==> config.mk <==
export PLATFORM = sky130hd
export DESIGN_NAME = frame_receive_arbiter_flat
export DESIGN_NICKNAME = d
export VERILOG_FILES = /design/src/rtl/frame_receive_arbiter_pkg.sv /design/src/rtl/frame_receive_arbiter_if.sv /design/src/rtl/frame_receive_arbiter_rr.sv /design/src/rtl/frame_receive_arbiter.sv /design/src/flat_wrapper.sv
export SDC_FILE = /design/constraint.sdc
export NUM_CORES = 1
export LEC_CHECK = 0
export BUFFER_PORTS_ARGS = -buffer_cell sky130_fd_sc_hd__clkbuf_2
export CAP_MARGIN = 0
export CORE_MARGIN = 2
export CORE_UTILIZATION = 52
export DETAILED_ROUTE_END_ITERATION = 8
export HOLD_SLACK_MARGIN = 0.05
export PLACE_DENSITY = 0.8
export SLEW_MARGIN = 20
export SYNTH_ARGS = -nofsm -noshare
export SYNTH_HDL_FRONTEND = slang
export SYNTH_SLANG_ARGS = --single-unit
==> constraint.sdc <==
create_clock -name clock -period 3 [get_ports clock]
set_clock_uncertainty 0.2 [all_clocks]
set_input_delay 0.3 -clock clock [delete_from_list [all_inputs] [get_ports clock]]
set_output_delay 0.3 -clock clock [all_outputs]
set_load 0.005 [all_outputs]
==> src/rtl/frame_receive_arbiter_pkg.sv <==
// Shared definitions for the switch receive path.
// Provides the byte width, end-of-frame bit position, the arbiter state
// encoding and a one-hot to index helper used by the receive arbiter.
package switch_package;

    localparam int SWITCH_DATA_WIDTH = 9;
    localparam int END_OF_FRAME_BIT  = 8;

    typedef enum logic [1:0] {
        IDLE     = 2'd0,
        TRANSFER = 2'd1,
        DRAIN    = 2'd2
    } arbiter_state_t;

    // Index of the set bit in a one-hot vector of up to 16 bits; 0 when empty.
    function automatic logic [3:0] onehot_to_index(input logic [15:0] onehot);
        logic [3:0] index;
        index = '0;
        for (int i = 0; i < 16; i++) begin
            if (onehot[i[3:0]]) begin
                index = i[3:0];
            end
        end
        return index;
    endfunction

endpackage

==> src/rtl/frame_receive_arbiter_if.sv <==
// Bundle of the receive-side handshake signals of the frame receive arbiter.
//   port_receive_data_valid / port_receive_data / port_receive_data_ready :
//       per-port byte streams coming from the RMII port receive queues
//   frame_data / frame_data_valid / frame_data_ready :
//       single merged byte stream towards the switch core
//   frame_source_port / frame_start / frame_truncated :
//       frame side-band information
// master = arbiter side, slave = environment side.
interface frame_receive_arbiter_if #(
    parameter int NUMBER_OF_PORTS = 2
);
    import switch_package::*;

    localparam int INDEX_WIDTH = $clog2(NUMBER_OF_PORTS);

    logic [NUMBER_OF_PORTS-1:0]                        port_receive_data_valid;
    logic [NUMBER_OF_PORTS-1:0][SWITCH_DATA_WIDTH-1:0] port_receive_data;
    logic [NUMBER_OF_PORTS-1:0]                        port_receive_data_ready;
    logic [SWITCH_DATA_WIDTH-1:0]                      frame_data;
    logic                                              frame_data_valid;
    logic                                              frame_data_ready;
    logic [INDEX_WIDTH-1:0]                            frame_source_port;
    logic                                              frame_start;
    logic                                              frame_truncated;

    modport master (
        input  port_receive_data_valid,
        input  port_receive_data,
        output port_receive_data_ready,
        output frame_data,
        output frame_data_valid,
        input  frame_data_ready,
        output frame_source_port,
        output frame_start,
        output frame_truncated
    );

    modport slave (
        output port_receive_data_valid,
        output port_receive_data,
        input  port_receive_data_ready,
        input  frame_data,
        input  frame_data_valid,
        output frame_data_ready,
        input  frame_source_port,
        input  frame_start,
        input  frame_truncated
    );

endinterface

==> src/rtl/frame_receive_arbiter_rr.sv <==
// Combinational round-robin arbiter.
//   request : per-port request vector
//   pointer : index of the last granted port; search starts one above it
//   grant   : one-hot grant of the first requester found, zero if none
module round_robin_arbiter #(
    parameter int NUMBER_OF_PORTS = 2
) (
    input  logic [NUMBER_OF_PORTS-1:0]         request,
    input  logic [$clog2(NUMBER_OF_PORTS)-1:0] pointer,
    output logic [NUMBER_OF_PORTS-1:0]         grant
);

    localparam int INDEX_WIDTH = $clog2(NUMBER_OF_PORTS);

    logic [INDEX_WIDTH-1:0] candidate;
    logic                   found;

    always_comb begin
        grant     = '0;
        found     = 1'b0;
        candidate = '0;
        for (int offset = 1; offset <= NUMBER_OF_PORTS; offset++) begin
            candidate = INDEX_WIDTH'((int'(pointer) + offset) % NUMBER_OF_PORTS);
            if (!found && request[candidate]) begin
                grant[candidate] = 1'b1;
                found            = 1'b1;
            end
        end
    end

endmodule

==> src/rtl/frame_receive_arbiter.sv <==
// Frame receive arbiter: merges the receive byte streams of several RMII
// ports into one frame stream, one whole frame at a time, round-robin.
//   clock : sole clock, rising edge
//   reset : synchronous, active high
//   bus   : master side of frame_receive_arbiter_if (port streams in,
//           merged frame stream and side-band out)
//
// state    | meaning
// ---------+---------------------------------------------------------------
// IDLE     | no grant; pick next requesting port round-robin
// TRANSFER | forward bytes of the granted port until end-of-frame or cut
// DRAIN    | wait for the last forwarded byte to be consumed downstream
module frame_receive_arbiter
    import switch_package::*;
#(
    parameter int NUMBER_OF_PORTS = 2,
    parameter int MAX_FRAME_BYTES = 1522
) (
    input  logic                     clock,
    input  logic                     reset,
    frame_receive_arbiter_if.master  bus
);

    localparam int          INDEX_WIDTH = $clog2(NUMBER_OF_PORTS);
    localparam logic [10:0] MAX_COUNT   = 11'(MAX_FRAME_BYTES);

    arbiter_state_t               state;
    arbiter_state_t               next_state;
    logic [INDEX_WIDTH-1:0]       last_grant;
    logic [INDEX_WIDTH-1:0]       granted_port;
    logic [10:0]                  byte_count;
    logic                         first_byte_pending;
    logic [NUMBER_OF_PORTS-1:0]   grant_onehot;
    logic [NUMBER_OF_PORTS-1:0]   ready;
    logic [SWITCH_DATA_WIDTH-1:0] accepted_byte;
    logic [SWITCH_DATA_WIDTH-1:0] forwarded_byte;
    logic [SWITCH_DATA_WIDTH-1:0] out_byte;
    logic                         out_valid;
    logic                         out_start;
    logic                         out_truncated;
    logic                         any_request;
    logic                         output_free;
    logic                         consume;
    logic                         accept;
    logic                         end_of_frame;
    logic                         cut_frame;

    round_robin_arbiter #(
        .NUMBER_OF_PORTS(NUMBER_OF_PORTS)
    ) u_round_robin_arbiter (
        .request (bus.port_receive_data_valid),
        .pointer (last_grant),
        .grant   (grant_onehot)
    );

    assign any_request   = |bus.port_receive_data_valid;
    assign output_free   = !out_valid || bus.frame_data_ready;
    assign consume       = out_valid && bus.frame_data_ready;
    assign accepted_byte = bus.port_receive_data[granted_port];
    // Reset gates acceptance so a source never sees its byte taken by a
    // transfer that reset is about to throw away.
    assign accept        = (state == TRANSFER) && output_free && !reset
                           && bus.port_receive_data_valid[granted_port];
    assign end_of_frame  = accepted_byte[END_OF_FRAME_BIT];
    assign cut_frame     = !end_of_frame && ((byte_count + 11'd1) == MAX_COUNT);

    always_comb begin
        ready = '0;
        if ((state == TRANSFER) && output_free && !reset) begin
            ready[granted_port] = 1'b1;
        end
    end

    // A cut frame is closed downstream by forcing the end-of-frame flag.
    always_comb begin
        forwarded_byte = accepted_byte;
        if (cut_frame) begin
            forwarded_byte[END_OF_FRAME_BIT] = 1'b1;
        end
    end

    always_comb begin
        next_state = state;
        case (state)
            IDLE: begin
                if (any_request) begin
                    next_state = TRANSFER;
                end
            end
            TRANSFER: begin
                if (accept && (end_of_frame || cut_frame)) begin
                    next_state = DRAIN;
                end
            end
            DRAIN: begin
                if (!out_valid || consume) begin
                    next_state = IDLE;
                end
            end
            default: next_state = IDLE;
        endcase
    end

    always_ff @(posedge clock) begin
        if (reset) begin
            state <= IDLE;
        end else begin
            state <= next_state;
        end
    end

    always_ff @(posedge clock) begin
        if (reset) begin
            last_grant         <= INDEX_WIDTH'(NUMBER_OF_PORTS - 1);
            granted_port       <= '0;
            byte_count         <= '0;
            first_byte_pending <= 1'b0;
            out_byte           <= '0;
            out_valid          <= 1'b0;
            out_start          <= 1'b0;
            out_truncated      <= 1'b0;
        end else begin
            out_truncated <= 1'b0;

            if ((state == IDLE) && any_request) begin
                granted_port       <= INDEX_WIDTH'(onehot_to_index(16'(grant_onehot)));
                byte_count         <= '0;
                first_byte_pending <= 1'b1;
            end

            if (accept) begin
                out_byte           <= forwarded_byte;
                out_valid          <= 1'b1;
                out_start          <= first_byte_pending;
                first_byte_pending <= 1'b0;
                byte_count         <= byte_count + 11'd1;
                out_truncated      <= cut_frame;
            end else if (consume) begin
                out_valid <= 1'b0;
                out_start <= 1'b0;
            end

            if ((state == DRAIN) && (next_state == IDLE)) begin
                last_grant <= granted_port;
            end
        end
    end

    assign bus.port_receive_data_ready = ready;
    assign bus.frame_data              = out_byte;
    assign bus.frame_data_valid        = out_valid;
    assign bus.frame_source_port       = granted_port;
    assign bus.frame_start             = out_start;
    assign bus.frame_truncated         = out_truncated;

endmodule

==> src/flat_wrapper.sv <==
// flat-port wrapper written by rule: the top's interface ports become plain ports
module frame_receive_arbiter_flat import switch_package::*;
#(
    parameter int NUMBER_OF_PORTS = 2,
    parameter int MAX_FRAME_BYTES = 1522
)
  (clock, reset, bus_port_receive_data_valid, bus_port_receive_data, bus_port_receive_data_ready, bus_frame_data, bus_frame_data_valid, bus_frame_data_ready, bus_frame_source_port, bus_frame_start, bus_frame_truncated);
  frame_receive_arbiter_if #(.NUMBER_OF_PORTS(NUMBER_OF_PORTS)) bus_i ();
  input  logic clock;
  input  logic reset;
  input wire logic [$bits(bus_i.port_receive_data_valid)-1:0] bus_port_receive_data_valid;
  input wire logic [$bits(bus_i.port_receive_data)-1:0] bus_port_receive_data;
  output wire logic [$bits(bus_i.port_receive_data_ready)-1:0] bus_port_receive_data_ready;
  output wire logic [$bits(bus_i.frame_data)-1:0] bus_frame_data;
  output wire logic [$bits(bus_i.frame_data_valid)-1:0] bus_frame_data_valid;
  input wire logic [$bits(bus_i.frame_data_ready)-1:0] bus_frame_data_ready;
  output wire logic [$bits(bus_i.frame_source_port)-1:0] bus_frame_source_port;
  output wire logic [$bits(bus_i.frame_start)-1:0] bus_frame_start;
  output wire logic [$bits(bus_i.frame_truncated)-1:0] bus_frame_truncated;
  assign bus_i.port_receive_data_valid = bus_port_receive_data_valid;
  assign bus_i.port_receive_data = bus_port_receive_data;
  assign bus_port_receive_data_ready = bus_i.port_receive_data_ready;
  assign bus_frame_data = bus_i.frame_data;
  assign bus_frame_data_valid = bus_i.frame_data_valid;
  assign bus_i.frame_data_ready = bus_frame_data_ready;
  assign bus_frame_source_port = bus_i.frame_source_port;
  assign bus_frame_start = bus_i.frame_start;
  assign bus_frame_truncated = bus_i.frame_truncated;
  frame_receive_arbiter #(.NUMBER_OF_PORTS(NUMBER_OF_PORTS), .MAX_FRAME_BYTES(MAX_FRAME_BYTES)) u_core (.clock(clock), .reset(reset), .bus(bus_i));
endmodule
==> metrics.md, run 1 <==
| Metric | Value |
|---|---|
| Worst path bufs/invs | 0 |
| Final Max Tran Viols | 0 |
| Yosys top cell by area | dfxtp_1 |
| Worst-path clk slew | roughly 160 ps |
| Max Root-Sink Buffers | 2 |
| Antenna violations before repair | 0 |
| Num Clock Sinks | 28 |
| Hold/Removal Path Class | input pin to flop |
| Die Footprint | approximately 3300 sq um |
| DR vias | ~1,500 |
| Via density per instance | between 6 and 7 |
| # DRC | 0 |
| Crit path max-delay cell type | dfxtp_1 |
| Unrepaired setup endpoints after global routing | false |
| Final min period | 2445 ps |
| Synth Flop Type | dfxtp_1 |
| Worst-margin pin slew | 742.8 ps |
| Maximum fanout count along the critical path | 8 |
| Die H | between 50 and 60 microns |
| Critical path launch point type | flop |
| Setup TNS | 0 ps |
| Overflow after GRT | 0 |
| Avg Cell Area, Syn | 8.537 sq um |
| Largest net degree at the start of global routing | 27 |
| CP Cell Sequence | ha_1 -> nand3_1 -> or3_4 -> a2111oi_4 -> a31oi_1 -> a22o_1 |
| Setup ws final | roughly 550 ps |
| Pre-CTS setup slack | a little under 600 ps |
| CTS HTree Levels | 1 |
| Maxcap violations | 0 |
| Synth cell count leaders | dfxtp_1 (28), nor2_1 (17), o21ai_0 (17) |
| Wirelength per Cell | between 15 and 20 microns |
| Port Buffer Count | 37 |
| Post-Synthesis Cell Area | roughly 1500 sq um |
| Max Freq | around 410 MHz |
| Leak | ~0.74 nW |
| Rel. slew slack | 50.48% |
| 1st-iter DRT viols | 98 |
| Period utilisation layout | between 80 and 90% |
| Final setup vio count | 0 |
| Hpwl dp | about 2.4 mm |
| Max VDD drop | around 0.36 mV |
| Count of warnings emitted by yosys | 0 |
| Finished Layout Cells | 250 |
| Ports | 38 |
| Layout area overhead | 24.62% |
| CTS Buf Count | 3 |
| Tot Pwr | around 0.80 mW |
| Net Count, Synth | 200 |
| Placer Congestion | 0.8086 |
| Drt total wl | 3.801 mm |
| Post-synthesis cell count | ~180 |
| Drt pass-1 iters | 4 |
| Dpl cells | ~230 |
| DIE WIDTH | 57.60 microns |
| Register bit total from synthesis | 28 |
| Worst-Skew Late Latency | 330 ps |
| N_diodes | 0 |
| Critical path endpoint category | flop |
| First-pass GRT wire length | approximately 6 mm |
| Total Nets Final | approximately 250 |
| Vias in the first global route | about 1,400 |
| All-Layer GR Usage | 23.70% |
| CTS tree | done |
| CP delay by family, top | compound AO/OA/AOI/OAI gates |
| Core footprint | ~2700 sq um |
| Worst EP arrival | ~2500 ps |
| Share of the synthesized area in the top cell type | about 38% |
| Async SR Flop Fraction | 0% |
| Hold slack | just over 60 ps |
| Storage cell area | 560.5 sq um |
| Status | finished, final reports clean |
| Initial Utilization | a little over half |
| Crit Path Class | flop to flop |
| PwrDens | about 430 nW/um^2 |
| Post-synth EDFFs | 0 |
| Multi-input logic area | ~860 sq um |
| Share of layout cells above drive strength 1 | 25.11% |
| Critical path required time | around 3000 ps |
| Distinct cell type count after synthesis | 47 |
| Fill count | between 200 and 250 |
| Largest cells by area after synthesis | dfxtp_1 (38%), o21ai_0 (5.7%), mux2i_1 (5.4%), nand3b_1 (4.5%), nor2_1 (4.3%) |
| FP Rows | 19 |
| Final hold violation count | 0 |
| Antenna-violating nets left | 0 |
| CTS root buffer | clkbuf_4 |
| Seq/Total Area, Yosys | a little under two fifths |
| Longest individual stage delay on the worst path | roughly 480 ps |
| Most frequent cell after synthesis | dfxtp_1 |
repair_timing:
item | CTS | global route
endpoints found under the setup margin | 0 | 0
setup buffers | 0 | 0
resized for setup | 0 | 0
hold buffers | 13 | 0
hold endpoints to repair | 7 | 0
cell type report:
type / count / share of cell area (%)
repair buffers: 53 / 18.15
inverters: 2 / 0.4032
flip-flops and latches: 28 / 30.11
well taps: 31 / 2.083
clock buffers: 3 / 1.210
multi-input cells: 132 / 46.44
clock inverters: 1 / 1.613
per-stage QoR:
step                      instance area, sq um  utilization, %
after global placement                    1679           61.42
after detailed placement                  1679           61.42
after CTS                                 1862           68.10
after global routing                      1862           68.10
final                                     1862           68.10
after floorplan                           1494               -
per-layer routing:
layer	vias up	wire (microns)	part of all wire, %	global-route usage [%]
li1	728	-	-	-
met1	696	1571	41	30.14
met2	65	1881	49	37.50
met3	14	229	6.0	4.082
met4	0	119	3.1	13.95
met5	-	0	0	0
worst register-to-register path, cell delays in order (launching register included):
cell,delay (ps)
dfxtp_1,480
ha_1,350
nand3_1,150
or3_4,370
a2111oi_4,360
a31oi_1,190
a22o_1,260
flip-flops by register name, summed over array words and instances (netlist names):
register and flops:
u_core.byte_count 11, u_core.bus.frame_data 9, u_core.state 2, u_core.bus.frame_data_valid 1, u_core.bus.frame_source_port 1, u_core.bus.frame_start 1, u_core.bus.frame_truncated 1, u_core.first_byte_pending 1
u_core.last_grant 1
placed cells by master, fill, tap and decap left out, types with 2 or more instances in the layout:
cell / n
a211oi_1: 4
a21oi_1: 10
a31oi_1: 5
and3_1: 5
buf_4: 3
clkbuf_2: 37
clkbuf_4: 3
dfxtp_1: 28
dlygate4sd3_1: 13
ha_1: 2
mux2_2: 2
mux2i_1: 8
nand2_1: 10
nand2b_1: 2
nand3_1: 9
nand3b_1: 9
nand4b_1: 2
nor2_1: 17
nor2b_1: 2
nor3_1: 2
o21a_1: 2
o21ai_0: 17
or3_1: 2
final timing paths:
| path | slack, ps | from | depth (start not counted) | to |
|---|---|---|---|---|
| worst max register to register | 550 | u_core.byte_count[0]$_SDFFE_PP0P_ | 6 | u_core.state[0]$_SDFF_PP0_ |
| worst min register to register | 260 | u_core.first_byte_pending$_SDFFE_PP0P_ | 2 | u_core.bus.frame_start$_SDFFE_PP0P_ |
| worst max-delay path | 550 | u_core.byte_count[0]$_SDFFE_PP0P_ | 6 | u_core.state[0]$_SDFF_PP0_ |
| worst min-delay path | 60 | bus_port_receive_data[12] | 3 | u_core.bus.frame_data[3]$_SDFFE_PP0P_ |
cells by family after synthesis:
kind of cell | share of synthesized area [%]
adder cells (fa/ha/maj) | 1.675
AND/OR/NAND/NOR | 25.29
XOR/XNOR | 1.173
flip-flops | 37.52
multiplexers | 6.868
AO/OA/AOI/OAI | 22.87
buffers and inverters | 4.605
report_power, final:
part / switching, mW / internal (mW) / leakage, nW
clock: 0.110 / 0.135 / 0.0279
sequential: 0.0155 / 0.392 / 0.228
combinational: 0.0768 / 0.0729 / 0.483
total: 0.202 / 0.600 / 0.739
(Power assumes the default switching activity.)
==> inputs of run 2 (changes only) <==
==> constraint.sdc (replaced) <==
create_clock -name clock -period 2.3 [get_ports clock]
set_clock_uncertainty 0.2 [all_clocks]
set_input_delay 0.23 -clock clock [delete_from_list [all_inputs] [get_ports clock]]
set_output_delay 0.23 -clock clock [all_outputs]
set_load 0.005 [all_outputs]
==> run 2 against run 1 <==
Maximum frequency increased by 11%. Largest cell class unchanged. Cell count increased by 6.0%. Worst hold slack improved by 80 ps. Highest routed layer unchanged. Sequential power increased by 30%. Routed wire length increased by 12%. Clock power increased by 34%.
==> metrics.md, run 2 (synthesis results as in run 1) <==
| Metric | Value |
|---|---|
| Wirelength per Cell | 16.05 microns (+5.6%) |
| Worst-margin pin slew | 311.3 ps (-431.6 ps) |
| Initial Utilization | 54.65% (unchanged) |
| Ports | 38 (unchanged) |
| Hpwl dp | 2.553 mm (+4.6%) |
| Net Sw Frac | 26.04% (+0.86 points) |
| Layout area overhead | 34.00% |
| Die H | 57.60 microns (unchanged) |
| Final min period | 2201 ps (-243.8 ps) |
| N_diodes | 0 (unchanged) |
| Clk pwr share | 30.2% (-0.3 points) |
| Antenna-violating nets left | 0 (unchanged) |
| Worst-case reg-to-reg path depth | 6 (unchanged) |
| Num Clock Sinks | 28 (unchanged) |
| CTS HTree Levels | 1 (unchanged) |
| Maxcap violations | 0 (unchanged) |
| Drt pass-1 iters | 4 (unchanged) |
| Max Freq | 454.2 MHz (+11%) |
| First-pass GRT wire length | 7.038 mm (+14%) |
| Sw power | 0.2835 mW (+40%) |
| Status | finished, final reports clean |
| Unrepaired setup endpoints after global routing | false |
| Worst EP arrival | 2260 ps (-230 ps) |
| Total Nets Final | 260 (+6.1%) |
| Critical path endpoint category | flop |
| Core footprint | 2734 sq um (unchanged) |
| Combinational power share | 21.2% (+2.5 points) |
| CTS root buffer | clkbuf_4 |
| Final hold violation count | 0 (unchanged) |
| Share of layout cells above drive strength 1 | 27.35% (+2.2 points) |
| DR vias | 1,591 (+5.9%) |
| Maximum fanout count along the critical path | 6 (-2) |
| Overflow after GRT | 0 (unchanged) |
| Antenna violations before repair | 0 (unchanged) |
| Max Root-Sink Buffers | 2 (unchanged) |
| Worst-path clk slew | 170 ps (about the same) |
| FP Rows | 19 (unchanged) |
| Reg power frac | 48.6% (-2.2 points) |
| Largest net degree at the start of global routing | 27 (unchanged) |
| Critical path launch point type | flop |
| All-Layer GR Usage | 27.29% (+3.6 points) |
| Largest register FFs | 11 (unchanged) |
| CTS Buf Count | 3 (unchanged) |
| CTS tree | done |
| Most frequent cells in the layout | clkbuf_2 (37), dfxtp_1 (28), dlygate4sd3_1 (21) |
| Fill count | 196 (-6.2%) |
| Period utilisation layout | 95.72% (+14 points) |
| Vias in the first global route | 1,556 (+13%) |
| Hold path cells | 4 (+1) |
| Worst-Skew Late Latency | 340 ps (about the same) |
| Most common cell after layout, fill and taps aside | clkbuf_2 |
| Leak | 0.8078 nW (+9.4%) |
| Max VDD drop | 0.6133 mV (+70%) |
| Drt total wl | 4.254 mm (+12%) |
| Setup TNS | 0 ps (unchanged) |
| Via density per instance | 6.004 (-0.14%) |
| 1st-iter DRT viols | 109 (+11%) |
| Hold/Removal Path Class | input pin to flop |
| Critical path required time | 2360 ps (-680 ps) |
| Post-CTS setup buffer count | 0 (unchanged) |
| # DRC | 0 (unchanged) |
| Placer Congestion | 0.7940 (-1.8%) |
| Final setup vio count | 0 (unchanged) |
| Port Buffer Count | 37 (unchanged) |
| Top reg by flops | u_core.byte_count |
| Cell Int Power | 0.8054 mW (+34%) |
| Final Max Tran Viols | 0 (unchanged) |
| Rel. slew slack | 79.03% (+29 points) |
| Crit Path Class | flop to flop |
| PwrDens | 543.9 nW/um^2 (+26%) |
| DIE WIDTH | 57.60 microns (unchanged) |
| Die Footprint | 3318 sq um (unchanged) |
| Tot Pwr | 1.089 mW (+36%) |
==> run 2: area by class of cell <==
cell class | count | area, sq um | area share [%]
multi-input combinational | 132 | 872.1 | 43.56
clock buffer | 3 | 22.52 | 1.125
inverter | 2 | 7.507 | 0.3750
timing repair buffer | 68 | 470.5 | 23.50
tap | 31 | 38.79 | 1.938
sequential | 28 | 560.5 | 28.00
clock inverter | 1 | 30.03 | 1.500
==> run 2: layer usage <==
layer | part of all wire, % | routed length, microns | GRT usage (%)
met1 | 43 | 1808 | 33.57
met2 | 50 | 2114 | 46.43
met3 | 4.3 | 185 | 3.401
met4 | 3.4 | 145 | 13.95
met5 | 0 | 0 | 0
==> run 2: timing repair <==
item / in CTS / in global routing
hold buffers: 21 / 0
hold endpoints to repair: 11 / 0
gates resized for setup: 0 / 2
endpoints found under the setup margin: 0 / 3
==> run 2: per-stage QoR <==
step           cell area [sq um]  util, %  setup WS [ps]  cells  hold WS (ps)
5_1_grt                     2002    73.23          31.02    265         144.7
3_5_place_dp                1732    63.34          104.7    240         243.2
6_report                    2002    73.23          98.55    265         141.5
2_1_floorplan               1494        -          87.73    175         195.4
4_1_cts                     1994    72.95          83.86    265         125.8
3_3_place_gp                1732    63.34          192.5    240         235.8
==> run 2: worst paths after layout <==
kind	startpoint	to	slack [ps]
max	u_core.byte_count[1]$_SDFFE_PP0P_	u_core.state[0]$_SDFF_PP0_	100
min	bus_port_receive_data[8]	u_core.state[1]$_SDFF_PP0_	140
max reg2reg	u_core.byte_count[1]$_SDFFE_PP0P_	u_core.state[0]$_SDFF_PP0_	100
min reg2reg	u_core.first_byte_pending$_SDFFE_PP0P_	u_core.bus.frame_start$_SDFFE_PP0P_	250
==> run 2: worst max-delay path, stage by stage (launching register included) <==
cell and delay [ps]:
dfxtp_1 440, ha_1 200, nand3_1 130, or3_4 360, a2111oi_4 370, a31oi_1 190
a22o_1 250
==> run 2: power by group through the flow <==
stage                     sequential, mW  clock [mW]  combinational [mW]
after detailed placement           0.538           0               0.182
after global routing               0.532       0.348               0.252
after floorplan                    0.539           0               0.105
final                              0.529       0.329               0.231
after global placement             0.537           0               0.174
after CTS                          0.527       0.334               0.219
